**src/rtl/regbank_write_arbiter.sv**
```systemverilog
// ---------------------------------------------------------------------------
// regbank_write_arbiter
//
// Owns the single write port of the 2^ADDR_W x DATA_W register bank. NUM_REQ
// requesters (ALU writeback, memory load, debug poke, ...) share the port.
// After reset, or on clear_start, a hardware clear walks r0..r15 and writes
// CLEAR_VALUE to each register, one per cycle.
//
// Ports:
//   clk          system clock, rising edge
//   reset        synchronous, active-high reset
//   req_valid    [NUM_REQ]         per-requester pending write
//   req_addr     [NUM_REQ*ADDR_W]  packed target register indices
//   req_data     [NUM_REQ*DATA_W]  packed write data
//   req_ready    [NUM_REQ]         one-hot combinational grant
//   clear_start  one-cycle pulse that (re)starts a clear sequence
//   ALUBus       [DATA_W]          registered write data to the bank
//   regEnable    [2^ADDR_W]        registered one-hot write enable
//   busy         high while a clear sequence is running
//
// Build option:
//   ROUND_ROBIN_EN  defined   -> rotating priority, search starts after the
//                                last granted requester
//                   undefined -> fixed priority, requester 0 highest
// ---------------------------------------------------------------------------
module regbank_write_arbiter #(
    parameter int                DATA_W      = 16,
    parameter int                ADDR_W      = 4,
    parameter int                NUM_REQ     = 3,
    parameter logic [DATA_W-1:0] CLEAR_VALUE = '0
) (
    input  logic                        clk,
    input  logic                        reset,
    input  logic [NUM_REQ-1:0]          req_valid,
    input  logic [NUM_REQ*ADDR_W-1:0]   req_addr,
    input  logic [NUM_REQ*DATA_W-1:0]   req_data,
    output logic [NUM_REQ-1:0]          req_ready,
    input  logic                        clear_start,
    output logic [DATA_W-1:0]           ALUBus,
    output logic [(1<<ADDR_W)-1:0]      regEnable,
    output logic                        busy
);

    localparam int                NUM_REGS = 1 << ADDR_W;
    localparam int                PTR_W    = (NUM_REQ > 1) ? $clog2(NUM_REQ) : 1;
    localparam logic [ADDR_W-1:0] LAST_IDX = ADDR_W'(NUM_REGS - 1);

    typedef enum logic {
        ST_CLEAR = 1'b0,
        ST_RUN   = 1'b1
    } state_t;

    state_t              state, state_next;
    logic [ADDR_W-1:0]   clr_idx, clr_idx_next;
    logic [DATA_W-1:0]   bus_next;
    logic [NUM_REGS-1:0] en_next;

    logic                found;
    logic [PTR_W-1:0]    win_idx;
    logic                grant;
    logic [ADDR_W-1:0]   win_addr;
    logic [DATA_W-1:0]   win_data;

`ifdef ROUND_ROBIN_EN
    logic [PTR_W-1:0]    last_granted;
`endif

    // -----------------------------------------------------------------------
    // Arbiter: pick the first valid requester in priority order.
    // -----------------------------------------------------------------------
    always_comb begin
        // NOTE: every combinational output gets a default before any branch,
        // otherwise a path that skips the assignment infers a latch.
        found   = 1'b0;
        win_idx = '0;
        for (int i = 0; i < NUM_REQ; i++) begin
`ifdef ROUND_ROBIN_EN
            // Rotating search starting one past the last winner.
            if (!found && req_valid[(int'(last_granted) + 1 + i) % NUM_REQ]) begin
                found   = 1'b1;
                win_idx = PTR_W'((int'(last_granted) + 1 + i) % NUM_REQ);
            end
`else
            if (!found && req_valid[i]) begin
                found   = 1'b1;
                win_idx = PTR_W'(i);
            end
`endif
        end
    end

    // No grant while clearing, and none in a clear_start cycle, so a
    // requester write can never land on top of the clear walk.
    assign grant     = found && (state == ST_RUN) && !clear_start && !reset;
    assign req_ready = grant ? (NUM_REQ'(1) << win_idx) : '0;
    assign win_addr  = req_addr[int'(win_idx)*ADDR_W +: ADDR_W];
    assign win_data  = req_data[int'(win_idx)*DATA_W +: DATA_W];
    assign busy      = (state == ST_CLEAR);

    // -----------------------------------------------------------------------
    // Next-state and next-output logic.
    // -----------------------------------------------------------------------
    always_comb begin
        state_next   = state;
        clr_idx_next = clr_idx;
        bus_next     = ALUBus;     // bus holds its last value when idle
        en_next      = '0;

        unique case (state)
            ST_CLEAR: begin
                bus_next = CLEAR_VALUE;
                en_next  = NUM_REGS'(1) << clr_idx;
                if (clear_start) begin
                    // Restart: this cycle's write still goes out, the walk
                    // begins again from r0 on the next cycle.
                    clr_idx_next = '0;
                end else if (clr_idx == LAST_IDX) begin
                    state_next   = ST_RUN;
                    clr_idx_next = '0;
                end else begin
                    clr_idx_next = clr_idx + 1'b1;
                end
            end

            ST_RUN: begin
                if (grant) begin
                    bus_next = win_data;
                    en_next  = NUM_REGS'(1) << win_addr;
                end
                if (clear_start) begin
                    state_next   = ST_CLEAR;
                    clr_idx_next = '0;
                end
            end

            default: begin
                state_next   = ST_CLEAR;
                clr_idx_next = '0;
            end
        endcase
    end

    // -----------------------------------------------------------------------
    // State and output registers.
    // -----------------------------------------------------------------------
    always_ff @(posedge clk) begin
        // NOTE: sequential state uses non-blocking assignments so every
        // register samples the pre-edge values regardless of statement order.
        if (reset) begin
            state     <= ST_CLEAR;
            clr_idx   <= '0;
            ALUBus    <= '0;
            regEnable <= '0;
        end else begin
            state     <= state_next;
            clr_idx   <= clr_idx_next;
            ALUBus    <= bus_next;
            regEnable <= en_next;
        end
    end

`ifdef ROUND_ROBIN_EN
    // Pointer moves only on a handshake; entering CLEAR leaves it untouched.
    // Reset value NUM_REQ-1 makes requester 0 the first in line.
    always_ff @(posedge clk) begin
        if (reset) begin
            last_granted <= PTR_W'(NUM_REQ - 1);
        end else if (grant) begin
            last_granted <= win_idx;
        end
    end
`endif

    // The bank must never see two write enables at once.
    a_regenable_onehot0: assert property (@(posedge clk) $onehot0(regEnable));

endmodule

```
**config.mk**
```make
export PLATFORM = sky130hd
export DESIGN_NAME = regbank_write_arbiter
export DESIGN_NICKNAME = d
export VERILOG_FILES = /design/src/rtl/regbank_write_arbiter.sv
export SDC_FILE = /design/constraint.sdc
export NUM_CORES = 1
export LEC_CHECK = 0
export CAP_MARGIN = 15
export CORE_UTILIZATION = 40
export DETAILED_ROUTE_END_ITERATION = 7
export GPL_TIMING_DRIVEN = 0
export HOLD_SLACK_MARGIN = 0.05
export PLACE_DENSITY = 0.89
export REMOVE_ABC_BUFFERS = 1
export SYNTH_ARGS = -nofsm -noshare
export SYNTH_HDL_FRONTEND = slang
export SYNTH_SLANG_ARGS = --single-unit
export TNS_END_PERCENT = 1
```
**constraint.sdc**
```tcl
create_clock -name clk -period 2.2 [get_ports clk]
set_input_delay 0.44 -clock clk [delete_from_list [all_inputs] [get_ports clk]]
set_output_delay 0.44 -clock clk [all_outputs]
set_load 0.02 [all_outputs]
```
==> impl_results.md <==
* Sw power at 376 µW
* Hold buffer count at cts at 0
* EDFF count, synth at 0
* Cells on worst reg2reg path at 5
* Clock tree from TritonCTS: yes
* Reg clk slew, reported paths at 0.08 ns
* Synth Area in Simple Gates at 28.0%
* Critical path's top delay family: buffers and inverters
* Largest net degree at the start of global routing at 30
* Vias per inst at 5.37
* Die width at 75.0 µm
* Mean Syn Cell Area at 7.99 µm²
* Worst path depth at 4
* Ys flop type: dfxtp_1
* Final worst-path cycle share at 97.1%
* Height of the die at 75.0 µm
* Initial antenna violation count at 0
* Synth top area cells: dfxtp_1 (35%), a21oi_1 (8.9%), a22oi_1 (6.3%)
* Worst-Margin Slew at 0.679 ns
* Unrepaired setup endpoints after global routing: yes
* CP Class: input pin to output port
* # fillers at 439
* Clk buf depth at 2
* Maxcap violations at 0
* Starting density of the core at 41.8%
* Crit path DAT at 1.70 ns
* CP Launch Type: input pin
* Hold depth at 2
* Die area at 0.00563 mm²
* FMAX at 468 MHz
* Ys async rst share at 0%
* Req. time, crit path at 1.76 ns
* Crit path max fanout at 8
* Antenna viol nets, final at 0
* Register area at 744 µm²
* Crit-path slowest cell: clkdlybuf4s50_1
* Post-synth top area cell: dfxtp_1
* Post-Synth Adder-Cell Area at 3.52%
* Internal at 1290 µW
* Synth warn at 0
* Vias in the first global route at 2150
* DRT Wirelength at 6090 µm
* Footprint of the multi-input gates at 0.00129 mm²
* Row count at 26
* Total iterations of the first detailed-routing run at 4
* Sw frac at 22.6%
* Share of layout cells above drive strength 1 at 9.78%
* I/O pin count at 102
* Dpl hpwl at 4290 µm
* CP max stage delay at 0.42 ns
* Gr ovfl total at 0
* Top-area cell type share of the netlist area at 34.7%
* Synth Area in XOR/XNOR at 0%
* Fin. Hold Viols at 0
* Crit path capture type: output port
* Sequential power share at 40.6%
* Clk network pwr share at 41.5%
* Cells after Synth at 267
* Final GP Congestion at 0.840
* Initial DRC Count at 79
* P&R area growth vs syn at 54.4%
* Number of synthesized register bits at 37
* Worst Path Buf+Inv at 2
* Status: finished, final reports clean
* Global Route Usage Sum at 22.7%
* Root buffer cell: clkbuf_8
* Logic pwr share at 17.9%
* Drc violations at 0
* Setup-failing EPs final at 0
* P per Cell Area at 506 mW/mm²
* Main combinational cell family by area after synthesis: simple AND/OR/NAND/NOR gates
* DR WL/cell at 14.2 µm
* VDD IR max at 0.350 mV
* Leakage power at 0.00119 µW
* Layout Nets at 429
* Core Util, Final at 64.5%
* Final Max Slew Viols at 0
* # diodes at 0
* Clk sinks at 37
* First-pass GRT wire length at 9720 µm
* Total negative slack at 0 ns
* Post-synthesis sequential area ratio at 34.7%
* Mux cell area share after synthesis at 0.469%
* Post-synth cell types at 46
* Synthesized area at 0.00213 mm²
* H-tree levels at 2
* CP cell instances: clkdlybuf4s50_1 > or2_4 > nor3_1 > dlygate4sd2_1
* Final setup skew at 0.00735 ns
* Compound-gate portion of the synthesized area at 27.3%
* Num CTS Buffers at 5
* Worst hold path class: register to register
* Final min period at 2.14 ns
* Max-slew headroom at 54.6%
* Vias after detailed routing at 2298
* Core area at 0.00511 mm²
* Clock latency on the worst-skew pair at 0.29 ns
* Port buffer count at 101
==> worst min-delay path: stages (launching register included) <==
cell     delay [ns]
dfxtp_1        0.31
nand3_1        0.06
a21oi_1        0.06
==> state kept, by name, indices dropped and copies added, names as in the netlist <==
signal,flops
regEnable,16
ALUBus,16
state,1
clr_idx,4
==> stage by stage <==
step,power (µW),setup slack (ns),std cells,hold WS [ns],cell area (µm²)
floorplan,809,-0.00451,246,0.509,2020
global placement,974,-1.43,417,0.453,3120
detailed placement,981,-1.48,417,0.458,3120
CTS,1670,-0.175,427,0.467,3290
global route,1730,-0.0186,428,0.491,3290
finish,1670,0.0634,428,0.469,3290
==> synthesized netlist by cell type (2+ instances only) <==
master	number
or3_1	3
a21oi_1	38
a22oi_1	18
nor2b_1	19
and3_1	3
nor2_1	10
buf_4	3
nand2_1	29
o22ai_1	6
ha_1	6
nand2b_1	4
nor3_1	5
clkbuf_1	7
nand3_1	18
buf_6	2
inv_1	4
dfxtp_1	37
o21ai_0	16
buf_2	6
o21ai_2	3
buf_1	3
o32ai_1	3
==> cell type report <==
type | count | share of cell area [%]
clock buffer | 5 | 2.09
clock inverter | 3 | 1.97
inverter | 4 | 0.456
sequential | 37 | 22.6
multi-input combinational | 206 | 39.3
timing repair buffer | 103 | 31.0
tap | 70 | 2.66
==> power groups by stage <==
stage,logic [µW],clock network (µW),registers [µW]
detailed placement,288,0,693
finish,299,691,676
CTS,297,701,676
global placement,281,0,692
global route,325,728,677
floorplan,113,0,696
==> per-layer routing <==
| metal | routed length, µm | global-route usage, % | up-vias |
|---|---|---|---|
| li1 | - | - | 1139 |
| met1 | 2400 | 25.9 | 1058 |
| met3 | 464 | 7.10 | 10 |
| met4 | 76 | 7.76 | 0 |
| met5 | 0 | 0 | - |
| met2 | 3150 | 40.0 | 91 |
==> cells by family (layout without fill, tap and decap cells) <==
group | count (synthesis) | count (layout)
simple gates | 106 | 107
compound gates | 92 | 92
mux | 1 | 1
buf+inv | 25 | 115
fa+ha+maj | 6 | 6
flops | 37 | 37
==> cells in the final DEF, fill, tap and decap left out, types with 10 or more instances in the layout <==
cell	instances
clkdlybuf4s50_1	94
a21oi_1	38
dfxtp_1	36
nand2_1	29
nor2b_1	18
a22oi_1	18
nand3_1	18
o21ai_0	16
nor2_1	10
==> repair_timing <==
item / in CTS / in global routing
gates cloned: 1 / 0
setup buffers: 1 / 1
endpoints found under the setup margin: 36 / 13
gates resized for setup: 22 / 9
==> path summary, 6_finish.rpt <==
path                           from                      end  slack (ns)
min reg2reg  ALUBus[6]$_SDFFE_PP0P_   ALUBus[6]$_SDFFE_PP0P_        0.47
min          ALUBus[6]$_SDFFE_PP0P_   ALUBus[6]$_SDFFE_PP0P_        0.47
max reg2reg        state$_SDFF_PP0_  regEnable[9]$_SDFF_PP0_        0.25
max                     clear_start             req_ready[2]        0.06
(Power assumes the default switching activity.)
